**src/rtl/i2c_reg_bank_if.sv**
```systemverilog
// ---------------------------------------------------------------------------
// i2c_reg_bank_if
//   Byte-event link between the I2C peripheral and the register bank.
//   master : I2C peripheral side (drives received byte, toggles, state levels)
//   slave  : register bank side (returns the byte to transmit)
//   Signals:
//     rx_byte     last received byte, stable until the next rx_tgl
//     rx_tgl      toggles once per received data byte (SCL domain)
//     tx_tgl      toggles once per byte sent to the controller (SCL domain)
//     xfer_active high from address ACK until STOP or NACK (SCL domain)
//     i2c_read    R/W bit of the address byte (SCL domain)
//     tx_byte     byte the peripheral shifts out on a read
// ---------------------------------------------------------------------------
interface i2c_reg_bank_if;
    logic [7:0] rx_byte;
    logic       rx_tgl;
    logic       tx_tgl;
    logic       xfer_active;
    logic       i2c_read;
    logic [7:0] tx_byte;

    modport master (
        output rx_byte,
        output rx_tgl,
        output tx_tgl,
        output xfer_active,
        output i2c_read,
        input  tx_byte
    );

    modport slave (
        input  rx_byte,
        input  rx_tgl,
        input  tx_tgl,
        input  xfer_active,
        input  i2c_read,
        output tx_byte
    );
endinterface

```
**src/rtl/i2c_reg_bank.sv**
```systemverilog
// ---------------------------------------------------------------------------
// i2c_reg_bank
//   Register bank behind the I2C peripheral. Resynchronises the peripheral's
//   SCL-domain byte events, treats the first written byte of a transaction as
//   a register pointer, then writes or reads bytes with pointer
//   auto-increment. The top register (NREGS-1) is a read-only status slot.
//   Ports:
//     clk, rst    system clock, synchronous active-high reset
//     bus         i2c_reg_bank_if.slave (rx/tx byte events and tx_byte)
//     status_in   value returned on reads of register NREGS-1
//     regs_flat   reg i at bits [8i+7:8i]; status slot reads 0
//     wr_strobe   1-cycle pulse on every register write (incl. status slot)
//     wr_addr     address of the last write
//     ptr         current register pointer
//     err_ptr     sticky flag: out-of-range pointer byte received
// ---------------------------------------------------------------------------
module i2c_reg_bank #(
    parameter int         NREGS       = 16,
    parameter int         PTR_W       = 4,
    parameter int         SYNC_STAGES = 2,
    parameter logic [7:0] RESET_VAL   = 8'h00
) (
    input  logic                 clk,
    input  logic                 rst,
    i2c_reg_bank_if.slave        bus,
    input  logic [7:0]           status_in,
    output logic [NREGS*8-1:0]   regs_flat,
    output logic                 wr_strobe,
    output logic [PTR_W-1:0]     wr_addr,
    output logic [PTR_W-1:0]     ptr,
    output logic                 err_ptr
);

    localparam logic [PTR_W-1:0] LAST_PTR = PTR_W'(NREGS - 1);

    typedef enum logic [1:0] {
        ST_IDLE   = 2'd0,
        ST_PTR    = 2'd1,
        ST_DATA_W = 2'd2,
        ST_DATA_R = 2'd3
    } state_t;

    // Bit map of the synchronised vector: [0] rx_tgl, [1] tx_tgl,
    // [2] xfer_active, [3] i2c_read. i2c_read needs no history flop.
    logic [3:0]       sync_r [SYNC_STAGES];
    logic [3:0]       synced_s;
    logic [2:0]       hist_r;
    logic             rx_ev_s;
    logic             tx_ev_s;
    logic             start_s;
    logic             stop_s;

    state_t           state_r;
    state_t           state_nx_s;
    logic             ptr_load_s;
    logic             wr_en_s;
    logic             rd_inc_s;
    logic             ptr_ok_s;
    logic [PTR_W-1:0] ptr_inc_s;

    logic [PTR_W-1:0] ptr_r;
    logic [7:0]       regs_r [NREGS];
    logic [7:0]       tx_byte_r;
    logic             wr_strobe_r;
    logic [PTR_W-1:0] wr_addr_r;
    logic             err_ptr_r;

    // Synchroniser chain and history flop for the async inputs
    always_ff @(posedge clk) begin
        if (rst) begin
            for (int i = 0; i < SYNC_STAGES; i++) begin
                sync_r[i] <= 4'h0;
            end
            hist_r <= 3'b000;
        end else begin
            sync_r[0] <= {bus.i2c_read, bus.xfer_active, bus.tx_tgl, bus.rx_tgl};
            for (int i = 1; i < SYNC_STAGES; i++) begin
                sync_r[i] <= sync_r[i-1];
            end
            hist_r <= synced_s[2:0];
        end
    end

    assign synced_s = sync_r[SYNC_STAGES-1];
    assign rx_ev_s  = synced_s[0] ^ hist_r[0];
    assign tx_ev_s  = synced_s[1] ^ hist_r[1];
    assign start_s  = synced_s[2] & ~hist_r[2];
    assign stop_s   = ~synced_s[2] & hist_r[2];

    // FSM state register
    always_ff @(posedge clk) begin
        if (rst) begin
            state_r <= ST_IDLE;
        end else begin
            state_r <= state_nx_s;
        end
    end

    // FSM next state: start (even a repeated one) beats everything, then stop
    always_comb begin
        state_nx_s = state_r;
        if (start_s) begin
            state_nx_s = synced_s[3] ? ST_DATA_R : ST_PTR;
        end else if (stop_s) begin
            state_nx_s = ST_IDLE;
        end else begin
            case (state_r)
                ST_PTR:  state_nx_s = rx_ev_s ? ST_DATA_W : ST_PTR;
                default: state_nx_s = state_r;
            endcase
        end
    end

    // FSM outputs: byte events act in the current state even when stop
    // arrives in the same cycle; a coincident start drops the event
    always_comb begin
        ptr_load_s = 1'b0;
        wr_en_s    = 1'b0;
        rd_inc_s   = 1'b0;
        if (!start_s) begin
            case (state_r)
                ST_PTR:    ptr_load_s = rx_ev_s;
                ST_DATA_W: wr_en_s    = rx_ev_s;
                ST_DATA_R: rd_inc_s   = tx_ev_s;
                default: begin
                    ptr_load_s = 1'b0;
                    wr_en_s    = 1'b0;
                    rd_inc_s   = 1'b0;
                end
            endcase
        end else begin
            ptr_load_s = 1'b0;
            wr_en_s    = 1'b0;
            rd_inc_s   = 1'b0;
        end
    end

    assign ptr_ok_s  = ({24'h000000, bus.rx_byte} < 32'(NREGS));
    assign ptr_inc_s = (ptr_r == LAST_PTR) ? {PTR_W{1'b0}} : ptr_r + PTR_W'(1);

    // Register pointer and sticky out-of-range flag
    always_ff @(posedge clk) begin
        if (rst) begin
            ptr_r     <= {PTR_W{1'b0}};
            err_ptr_r <= 1'b0;
        end else if (ptr_load_s) begin
            ptr_r     <= ptr_ok_s ? bus.rx_byte[PTR_W-1:0] : {PTR_W{1'b0}};
            err_ptr_r <= err_ptr_r | ~ptr_ok_s;
        end else if (wr_en_s || rd_inc_s) begin
            ptr_r     <= ptr_inc_s;
        end
    end

    // Register array; the status slot is never written and holds zero
    always_ff @(posedge clk) begin
        if (rst) begin
            for (int i = 0; i < NREGS; i++) begin
                regs_r[i] <= (i == NREGS - 1) ? 8'h00 : RESET_VAL;
            end
        end else begin
            for (int i = 0; i < NREGS - 1; i++) begin
                if (wr_en_s && (ptr_r == PTR_W'(i))) begin
                    regs_r[i] <= bus.rx_byte;
                end
            end
        end
    end

    // Write strobe and address, raised for status-slot writes too
    always_ff @(posedge clk) begin
        if (rst) begin
            wr_strobe_r <= 1'b0;
            wr_addr_r   <= {PTR_W{1'b0}};
        end else begin
            wr_strobe_r <= wr_en_s;
            if (wr_en_s) begin
                wr_addr_r <= ptr_r;
            end
        end
    end

    // Registered transmit byte follows the pointer one cycle later
    always_ff @(posedge clk) begin
        if (rst) begin
            tx_byte_r <= 8'h00;
        end else begin
            tx_byte_r <= (ptr_r == LAST_PTR) ? status_in : regs_r[ptr_r];
        end
    end

    // Flat view of the register array for fabric logic
    always_comb begin
        regs_flat = {(NREGS*8){1'b0}};
        for (int i = 0; i < NREGS; i++) begin
            regs_flat[i*8 +: 8] = (i == NREGS - 1) ? 8'h00 : regs_r[i];
        end
    end

    assign bus.tx_byte = tx_byte_r;
    assign wr_strobe   = wr_strobe_r;
    assign wr_addr     = wr_addr_r;
    assign ptr         = ptr_r;
    assign err_ptr     = err_ptr_r;

endmodule

```
**src/flat_wrapper.sv**
```systemverilog
// flat-port wrapper written by rule: the top's interface ports become plain ports
module i2c_reg_bank_flat 
#(
    parameter int         NREGS       = 16,
    parameter int         PTR_W       = 4,
    parameter int         SYNC_STAGES = 2,
    parameter logic [7:0] RESET_VAL   = 8'h00
)
  (clk, rst, status_in, regs_flat, wr_strobe, wr_addr, ptr, err_ptr, bus_rx_byte, bus_rx_tgl, bus_tx_tgl, bus_xfer_active, bus_i2c_read, bus_tx_byte);
  i2c_reg_bank_if bus_i ();
  input  logic clk;
  input  logic rst;
  input  logic [7:0] status_in;
  output logic [NREGS*8-1:0] regs_flat;
  output logic wr_strobe;
  output logic [PTR_W-1:0] wr_addr;
  output logic [PTR_W-1:0] ptr;
  output logic err_ptr;
  input wire logic [$bits(bus_i.rx_byte)-1:0] bus_rx_byte;
  input wire logic [$bits(bus_i.rx_tgl)-1:0] bus_rx_tgl;
  input wire logic [$bits(bus_i.tx_tgl)-1:0] bus_tx_tgl;
  input wire logic [$bits(bus_i.xfer_active)-1:0] bus_xfer_active;
  input wire logic [$bits(bus_i.i2c_read)-1:0] bus_i2c_read;
  output wire logic [$bits(bus_i.tx_byte)-1:0] bus_tx_byte;
  assign bus_i.rx_byte = bus_rx_byte;
  assign bus_i.rx_tgl = bus_rx_tgl;
  assign bus_i.tx_tgl = bus_tx_tgl;
  assign bus_i.xfer_active = bus_xfer_active;
  assign bus_i.i2c_read = bus_i2c_read;
  assign bus_tx_byte = bus_i.tx_byte;
  i2c_reg_bank #(.NREGS(NREGS), .PTR_W(PTR_W), .SYNC_STAGES(SYNC_STAGES), .RESET_VAL(RESET_VAL)) u_core (.clk(clk), .rst(rst), .bus(bus_i), .status_in(status_in), .regs_flat(regs_flat), .wr_strobe(wr_strobe), .wr_addr(wr_addr), .ptr(ptr), .err_ptr(err_ptr));
endmodule
```
**config.mk**
```make
export PLATFORM = sky130hd
export DESIGN_NAME = i2c_reg_bank_flat
export DESIGN_NICKNAME = d
export VERILOG_FILES = /design/src/rtl/i2c_reg_bank_if.sv /design/src/rtl/i2c_reg_bank.sv /design/src/flat_wrapper.sv
export SDC_FILE = /design/constraint.sdc
export NUM_CORES = 1
export LEC_CHECK = 0
export CORE_AREA = 4 4 119 121
export CTS_BUF_LIST = sky130_fd_sc_hd__clkbuf_4
export CTS_CLUSTER_DIAMETER = 100
export DETAILED_ROUTE_END_ITERATION = 7
export DIE_AREA = 0 0 123 125
export GPL_ROUTABILITY_DRIVEN = 0
export GPL_TIMING_DRIVEN = 0
export PLACE_DENSITY_LB_ADDON = 0.2
export SLEW_MARGIN = 30
export SYNTH_ARGS = -nofsm -noshare
export SYNTH_HDL_FRONTEND = slang
export SYNTH_SLANG_ARGS = --single-unit
```
**constraint.sdc**
```tcl
create_clock -name clk -period 2.45 [get_ports clk]
set_input_delay 0.245 -clock clk [delete_from_list [all_inputs] [get_ports clk]]
set_output_delay 0.245 -clock clk [all_outputs]
set_load 0.03 [all_outputs]
```
# After elaboration in Yosys (flattened, before gate mapping)

Memory sizes are Yosys's and may differ from the RTL's. A register that Yosys moved wholly into a read port is not among the register bits.
Index checks and enable logic that the tools add are counted.

Equal/unequal tests: 18
Muxes and demuxes: 83
Reduce and logical (&&, ||, !) cells: 19
Order comparisons: 1
$add $sub $neg: 1
Bitwise gates (word level): 25

Operators with widths:

| operator                                                   | number |
|---|---|
| 2-to-1 mux 8 bit                                           | 16 |
| 2-to-1 mux 1 bit                                           | 54 |
| == test 4 bit, second input constant                       | 8 |
| 2-to-1 mux 4 bit                                           | 8 |
| OR 1 bit                                                   | 18 |
| == test 4 x 3 -> 1 bit, second input constant              | 4 |
| logical AND 1 bit                                          | 15 |
| 2-to-1 mux 2 bit                                           | 5 |
| == test 4 x 2 -> 1 bit, second input constant              | 2 |
| less-than comparator 8 x 5 -> 1 bit, second input constant | 1 |
| adder 4 x 1 -> 4 bit, second input constant                | 1 |
| == test 2 bit, second input constant                       | 2 |
| == test 4 x 1 -> 1 bit, second input constant              | 1 |
| zero test 4 bit                                            | 1 |
| inverter 1 bit                                             | 3 |
| nonzero test 3 bit                                         | 1 |
| bitwise AND 1 bit                                          | 2 |
| == test 2 x 1 -> 1 bit, second input constant              | 1 |
| nonzero test 2 bit                                         | 1 |
| bitwise XOR 1 bit                                          | 2 |
| logical OR 1 bit                                           | 1 |

Memories: 2
Logic and storage cells: 156
Bits in writable memories: 136
Input bits: 22
Flip-flop bits (word level): 23

Memories:

| memory        | depth | bits a word | rd ports | clocked after memory_dff | write ports | RTL line           | text |
|---|---|---|---|---|---|---|---|
| u_core.regs_r | 16    | 8           | 16       | 1                        | 16          | i2c_reg_bank.sv:62 | `logic [7:0] regs_r [NREGS];` |
| u_core.sync_r | 2     | 4           | 2        | 0                        | 2           | i2c_reg_bank.sv:45 | `logic [3:0] sync_r [SYNC_STAGES];` |

# Logic depth before layout (Yosys ltp)

Gate-level depths: netlist of run 1.
An unclocked memory read counts as a cell.

Depth in word-level cells: 9
Depth in mapped cells: 7

# Least setup slack after synthesis of run 1

Ideal clock, no wire load.

Path type: register -> register
Start point: reg u_core.ptr_r[2] (netlist: u_core.ptr[2])
End point: mem u_core.regs_r[5][0] (enable)
Library setup time: 0.334 ns
Buffers on the path: 2
Cell stages (with the launch flop): 6
Slack: 0.494 ns
Data arrival time: 1.621 ns
Cell sequence: dfxtp_1 > clkbuf_1 > nor2b_1 > clkbuf_1 > nand3_1 > nand2b_1

RTL lines:

| what                   | RTL line            | text |
|---|---|---|
| from (decl)            | i2c_reg_bank.sv:61  | `logic [PTR_W-1:0] ptr_r;` |
| from (signal assigned) | i2c_reg_bank.sv:144 | `ptr_r <= {PTR_W{1'b0}};` |
| from (signal assigned) | i2c_reg_bank.sv:147 | `ptr_r <= ptr_ok_s ? bus.rx_byte[PTR_W-1:0] : {PTR_W{1'b0}};` |
| from (signal assigned) | i2c_reg_bank.sv:150 | `ptr_r <= ptr_inc_s;` |
| to (decl)              | i2c_reg_bank.sv:62  |  |

==> reports/results.ini, run 1 <==
[clocking]
root_buffer=clkbuf_4
cts_buffers=17
hold_buffers=0
clock_latency_ns=0.58
cts_sinks=155
clkTransAtPathRegs_ns=0.12
cts_tree=done
cts-htree-levels=4
clock_path_buffers=2

[synth]
async_flop_share=0
yosysSeqAreaShare=0.6575
synth_area_leaders=edfxtp_1 55%, dfxtp_1 11%, nor2_1 6.1%
yosys_warnings=0
ys_seq_elements=155
yosysUniqueCellTypes=36
synthCells=504
synth_flop_cell=edfxtp_1
synth_top_area_frac=0.5505
synth_edf_count=120
avgSynthCellArea_sq_um=12.99
yosysTopAreaCell=edfxtp_1
synth_area_sq_um=6546

[critical_path]
critPathSlowestCell=nand2b_2
cp.arrival_ns=2.57
cp-end-kind=register
startpoint_type=register
reg2reg_depth=5
crit_type=reg2reg
worstPathMaxFanout=10
required_ns=2.72
cp_slowest_stage_delay_ns=0.40
worstPathCellList=xnor2_1, nor4b_4, buf_2, nand3_1, nand2b_2

[routing]
via_count=4844
routedWlPerCell_microns=20.77
dr.pass1.iters=5
ant_nets=0
wl_mm=18.24
drc=0
via_per_inst=5.517
drt_iter0_markers=484

[place]
dp_cells=846
dp_hpwl_mm=13.56
placed_cell_area_sq_um=8391
port_buffers=159

[final_layout]
fin_util=0.6687
drive_gt1_frac=0.1083
final_area_sq_um=8750
area_delta_synth_final_pct=33.66
fillers=970
antenna_cells=0
fin_nets=715
fin_cells=878

[timing]
rsz0062_at_grt=no
skew_ns=0.01624
finalHoldViolCount=0
timing.setup.tns_ns=0
min_period_over_period=0.9400
setup_viol=0
max_freq_ghz=0.4342
finalCriticalPeriod_ns=2.303
maxSlewViolCount=0
tightestPinTransition_ns=0.9340
slew_headroom=0.3725

[power]
p_leak_nw=3.081
finalPower_mw=5.560
ir_worst_vdd_uv=340.3
p_per_area_nw_per_um2=635.5

[die]
die_area_sq_um=15380
initial_core_util=0.5003
num_io_pins=168
die_h_microns=125
dieWidth_microns=123
num_rows=42
core_area_sq_um=13090

[global_route]
grt_pass1_vias=4900
grt-ovfl-total=0
antenna_found_initial=0
grt_max_degree=17
grt_pass1_wl_mm=27.48
grt_util_all_layers=0.2411

[flow_run]
cap_violations=0

[outcome]
status=complete, no violations

[worst_hold_path]
holdPathStages=2
hp-class=in2reg

-- worst paths after layout --
check	startpoint	end	slack, ns
max reg2reg	u_core.sync_r[0][4]	u_core.regs_r[1][5]	0.15
max	u_core.sync_r[0][4]	u_core.regs_r[1][5]	0.15
min reg2reg	u_core.sync_r[0][0]	u_core.sync_r[0][4]	0.45
min	bus_xfer_active	u_core.sync_r[0][2]	0.22
-- report_power, final --
part	total (mW)	internal [mW]	switching, mW
sequential	3.02	2.95	0.0719
combinational	0.726	0.285	0.441
clock	1.81	0.908	0.906
total	5.56	4.14	1.42
-- critical path, delay by kind of cell, from the launching register on --
kind | cells | cell delay [ns]
AND/OR/NAND/NOR | 3 | 1.17
flip-flops | 1 | 0.35
buffers and inverters | 1 | 0.28
XOR/XNOR | 1 | 0.19
-- registers in the layout (all words and copies together) (netlist names), named ones only --
signal and count:
u_core.wr_addr 4, u_core.state_r 2, u_core.bus.tx_byte 8, u_core.regs_r 120, u_core.hist_r 3, u_core.wr_strobe 1
u_core.err_ptr 1, u_core.sync_r 8, u_core.ptr 4
-- synthesized netlist by cell type (9+ instances only) --
cell and number:
edfxtp_1 120, nor2_1 107, dfxtp_1 35, mux2i_1 29
clkbuf_1 20, nand2b_1 20, nor2b_1 19, nand3_1 18
mux4_2 16, a21oi_1 13, nand2_1 13, inv_1 11
buf_2 9, o211ai_1 9
-- placed cells by master (no fill, tap or decap), types with 3 or more instances in the layout --
cell               n
a311oi_1           4
nand3_1           18
mux4_2            16
o211ai_1           9
conb_1             8
a211o_1            8
clkbuf_1          20
nand2b_1          11
dfxtp_1           35
clkdlybuf4s50_1  159
o21ai_0            4
mux2i_1           29
xor2_1             3
bufinv_16          5
buf_1              5
a22oi_1            8
a41o_1             3
buf_4              8
clkbuf_4          18
nand2b_2           9
edfxtp_1         120
ha_1               4
inv_1             11
buf_2              9
a21oi_1           13
nor2_1           107
clkinv_2           3
nand2_1           13
nor2b_1           19
-- through the flow --
step,setup slack (ns),hold slack [ns]
2_1_floorplan,0.4944,0.3670
3_3_place_gp,0.01596,0.4181
3_5_place_dp,-0.07517,0.4248
4_1_cts,0.03583,0.1781
5_1_grt,0.005128,0.1976
6_report,0.1470,0.2163
-- cell families (layout without fill, tap and decap cells) --
family / Yosys count / in the layout / synth area share
AO/OA/AOI/OAI: 56 / 56 / 0.06135
XOR/XNOR: 5 / 5 / 0.006691
adder cells (fa/ha/maj): 4 / 4 / 0.007646
buffers and inverters: 53 / 244 / 0.03670
flip-flops: 155 / 155 / 0.6575
multiplexers: 45 / 45 / 0.09939
other: 1 / 8 / 0.0005728
AND/OR/NAND/NOR: 185 / 185 / 0.1302
-- repair_timing --
item / 4_1_cts / 5_1_grt
cloned: 0 / 0
endpoints found under the setup margin: 8 / 64
pin swaps: 0 / 0
hold endpoints to repair: 0 / 0
gates resized for setup: 1 / 8
setup buffers: 0 / 0
-- layer usage --
layer | up-vias | routed length [microns] | GRT usage
met4 | 0 | 499 | 0.09967
met2 | 251 | 9369 | 0.4085
met5 | - | 0 | 0
met3 | 35 | 1448 | 0.05285
li1 | 2175 | - | -
met1 | 2383 | 6921 | 0.2979
-- area by class of cell --
cell class,count,area [sq um],area share
Sequential cell,155,4304,0.4919
Buffer,42,198.9,0.02274
Tap cell,176,220.2,0.02517
Clock inverter,14,201.4,0.02302
Inverter,11,41.29,0.004719
Multi-Input combinational cell,303,2057,0.2351
Clock buffer,18,135.1,0.01544
Timing Repair Buffer,159,1592,0.1819
Power figures use the tool's default switching activity.
==> run 2: changes to the inputs <==
GPL_TIMING_DRIVEN = default   (was 0)
==> run 2 against run 1 <==
Against the previous run: utilization fell by 0.90 points; worst hold slack improved by 0.025 ns; final cell count is 2.2% lower; die area stayed put; total power down 6.7%; fmax up 10%; non-clock buffer count is 19 lower; via count down 3.4%; cell area fell by 1.3%; worst setup slack better by 0.21 ns; largest power group unchanged; flip-flop and latch count stayed put.
==> reports/results.ini, run 2 (synthesized netlist as in run 1, its figures left out) <==
[critical_path]
worstPathMaxFanout=10
cp.arrival_ns=1.85
required_ns=2.20
startpoint_type=register
r2r_setup_slack_ns=0.38
crit_type=reg2out
critical_path_depth=1
crit_buf_inv=1
r2r-end=u_core.bus.tx_byte[1]
cp-end-kind=output port
critPathSlowestCell=clkdlybuf4s50_1
cp_slowest_stage_delay_ns=0.75
worstPathCellList=clkdlybuf4s50_1
reg2reg_depth=4
cp_top_family=buffers and inverters

[routing]
via_count=4678
routedWlPerCell_microns=20.11
drc=0
dr.pass1.iters=5
drt_iter0_markers=415
ant_nets=0
via_per_inst=5.446
wl_mm=17.27

[die]
core_area_sq_um=13090
initial_core_util=0.5003
num_rows=42
die_h_microns=125
num_io_pins=168
die_area_sq_um=15380
dieWidth_microns=123

[clocking]
cts_post_setup_buffers_inserted=0
postCtsResizedCells=0
cts_tree=done
clkTransAtPathRegs_ns=0.11
cts_sinks=155
root_buffer=clkbuf_4
clock_path_buffers=2
cts-htree-levels=4
cts_buffers=17
hold_buffers=0
clock_latency_ns=0.55

[worst_hold_path]
hold-path-endpoint=u_core.sync_r[0][2]
hp-class=in2reg
min_from=bus_xfer_active
holdPathStages=2

[timing]
setup_viol=0
max_freq_ghz=0.4776
tightestPinTransition_ns=0.6895
maxSlewViolCount=0
skew_ns=0.01829
finalHoldViolCount=0
min_period_over_period=0.8547
hold_ws_ns=0.2412
rsz0062_at_grt=no
timing.setup.tns_ns=0
slew_headroom=0.5394
fin_ws_ns=0.3560
finalCriticalPeriod_ns=2.094

[final_layout]
drive_gt1_frac=0.09956
area_delta_synth_final_pct=31.86
layout_common_cells=159 x clkdlybuf4s50_1, 120 x edfxtp_1, 107 x nor2_1
fin_util=0.6597
final_common_cell=clkdlybuf4s50_1
largest_register=u_core.regs_r
final_area_sq_um=8632
fin_cells=859
fin_nets=696
antenna_cells=0
largest_reg_flops=120

[outcome]
status=complete, no violations

[place]
pre_cts_slack_ns=0.3885
dp_hpwl_mm=13.00
placed_cell_area_sq_um=8372
dp_cells=827
port_buffers=159

[power]
finalPower_mw=5.185
ir_worst_vdd_uv=435.0
p_leak_nw=3.039
p_per_area_nw_per_um2=600.7

[global_route]
grt_max_degree=37
antenna_found_initial=0
grt_util_all_layers=0.2300
grt-ovfl-total=0
grt_pass1_wl_mm=26.21
grt_pass1_vias=4742

[flow_run]
cap_violations=0

-- run 2: cell types whose count changed in the layout (fill, tap and decap cells not counted), sizes merged --
cell | before | now
bufinv | 5 | 2
clkbuf | 38 | 21
clkinv | 6 | 8
buf | 22 | 23
clkinvlp | 3 | 1
-- run 2: worst max path at each step --
stage,from,endpoint,slack (ns)
finish,u_core.ptr[3],ptr[3],0.36
global route,u_core.ptr[2],ptr[2],0.24
CTS,u_core.ptr[2],ptr[2],0.33
detailed placement,register,u_core.bus.tx_byte[1],0.39
global placement,register,u_core.bus.tx_byte[1],0.41
floorplan,u_core.ptr[2],u_core.regs_r[5][0],0.49
-- run 2: area by class of cell --
cell class	instances	area (sq um)
tap	176	220.2
clock buffer	21	157.7
timing repair buffer	182	1777
fill	946	4453
inverter	11	41.29
sequential	155	4305
clock inverter	11	102.6
multi-input combinational	303	2028
-- run 2: layer usage --
layer	vias up	track usage	wire, microns
met4	0	0.07296	358
met1	2285	0.2823	6474
li1	2137	-	-
met3	33	0.05646	1353
met2	223	0.3985	9088
met5	-	0	0
-- run 2: power by group --
part / internal [mW] / switching, mW / leakage (nW)
Clock: 0.629 / 0.829 / 0.140
Sequential: 2.95 / 0.0781 / 1.50
Combinational: 0.275 / 0.426 / 1.40
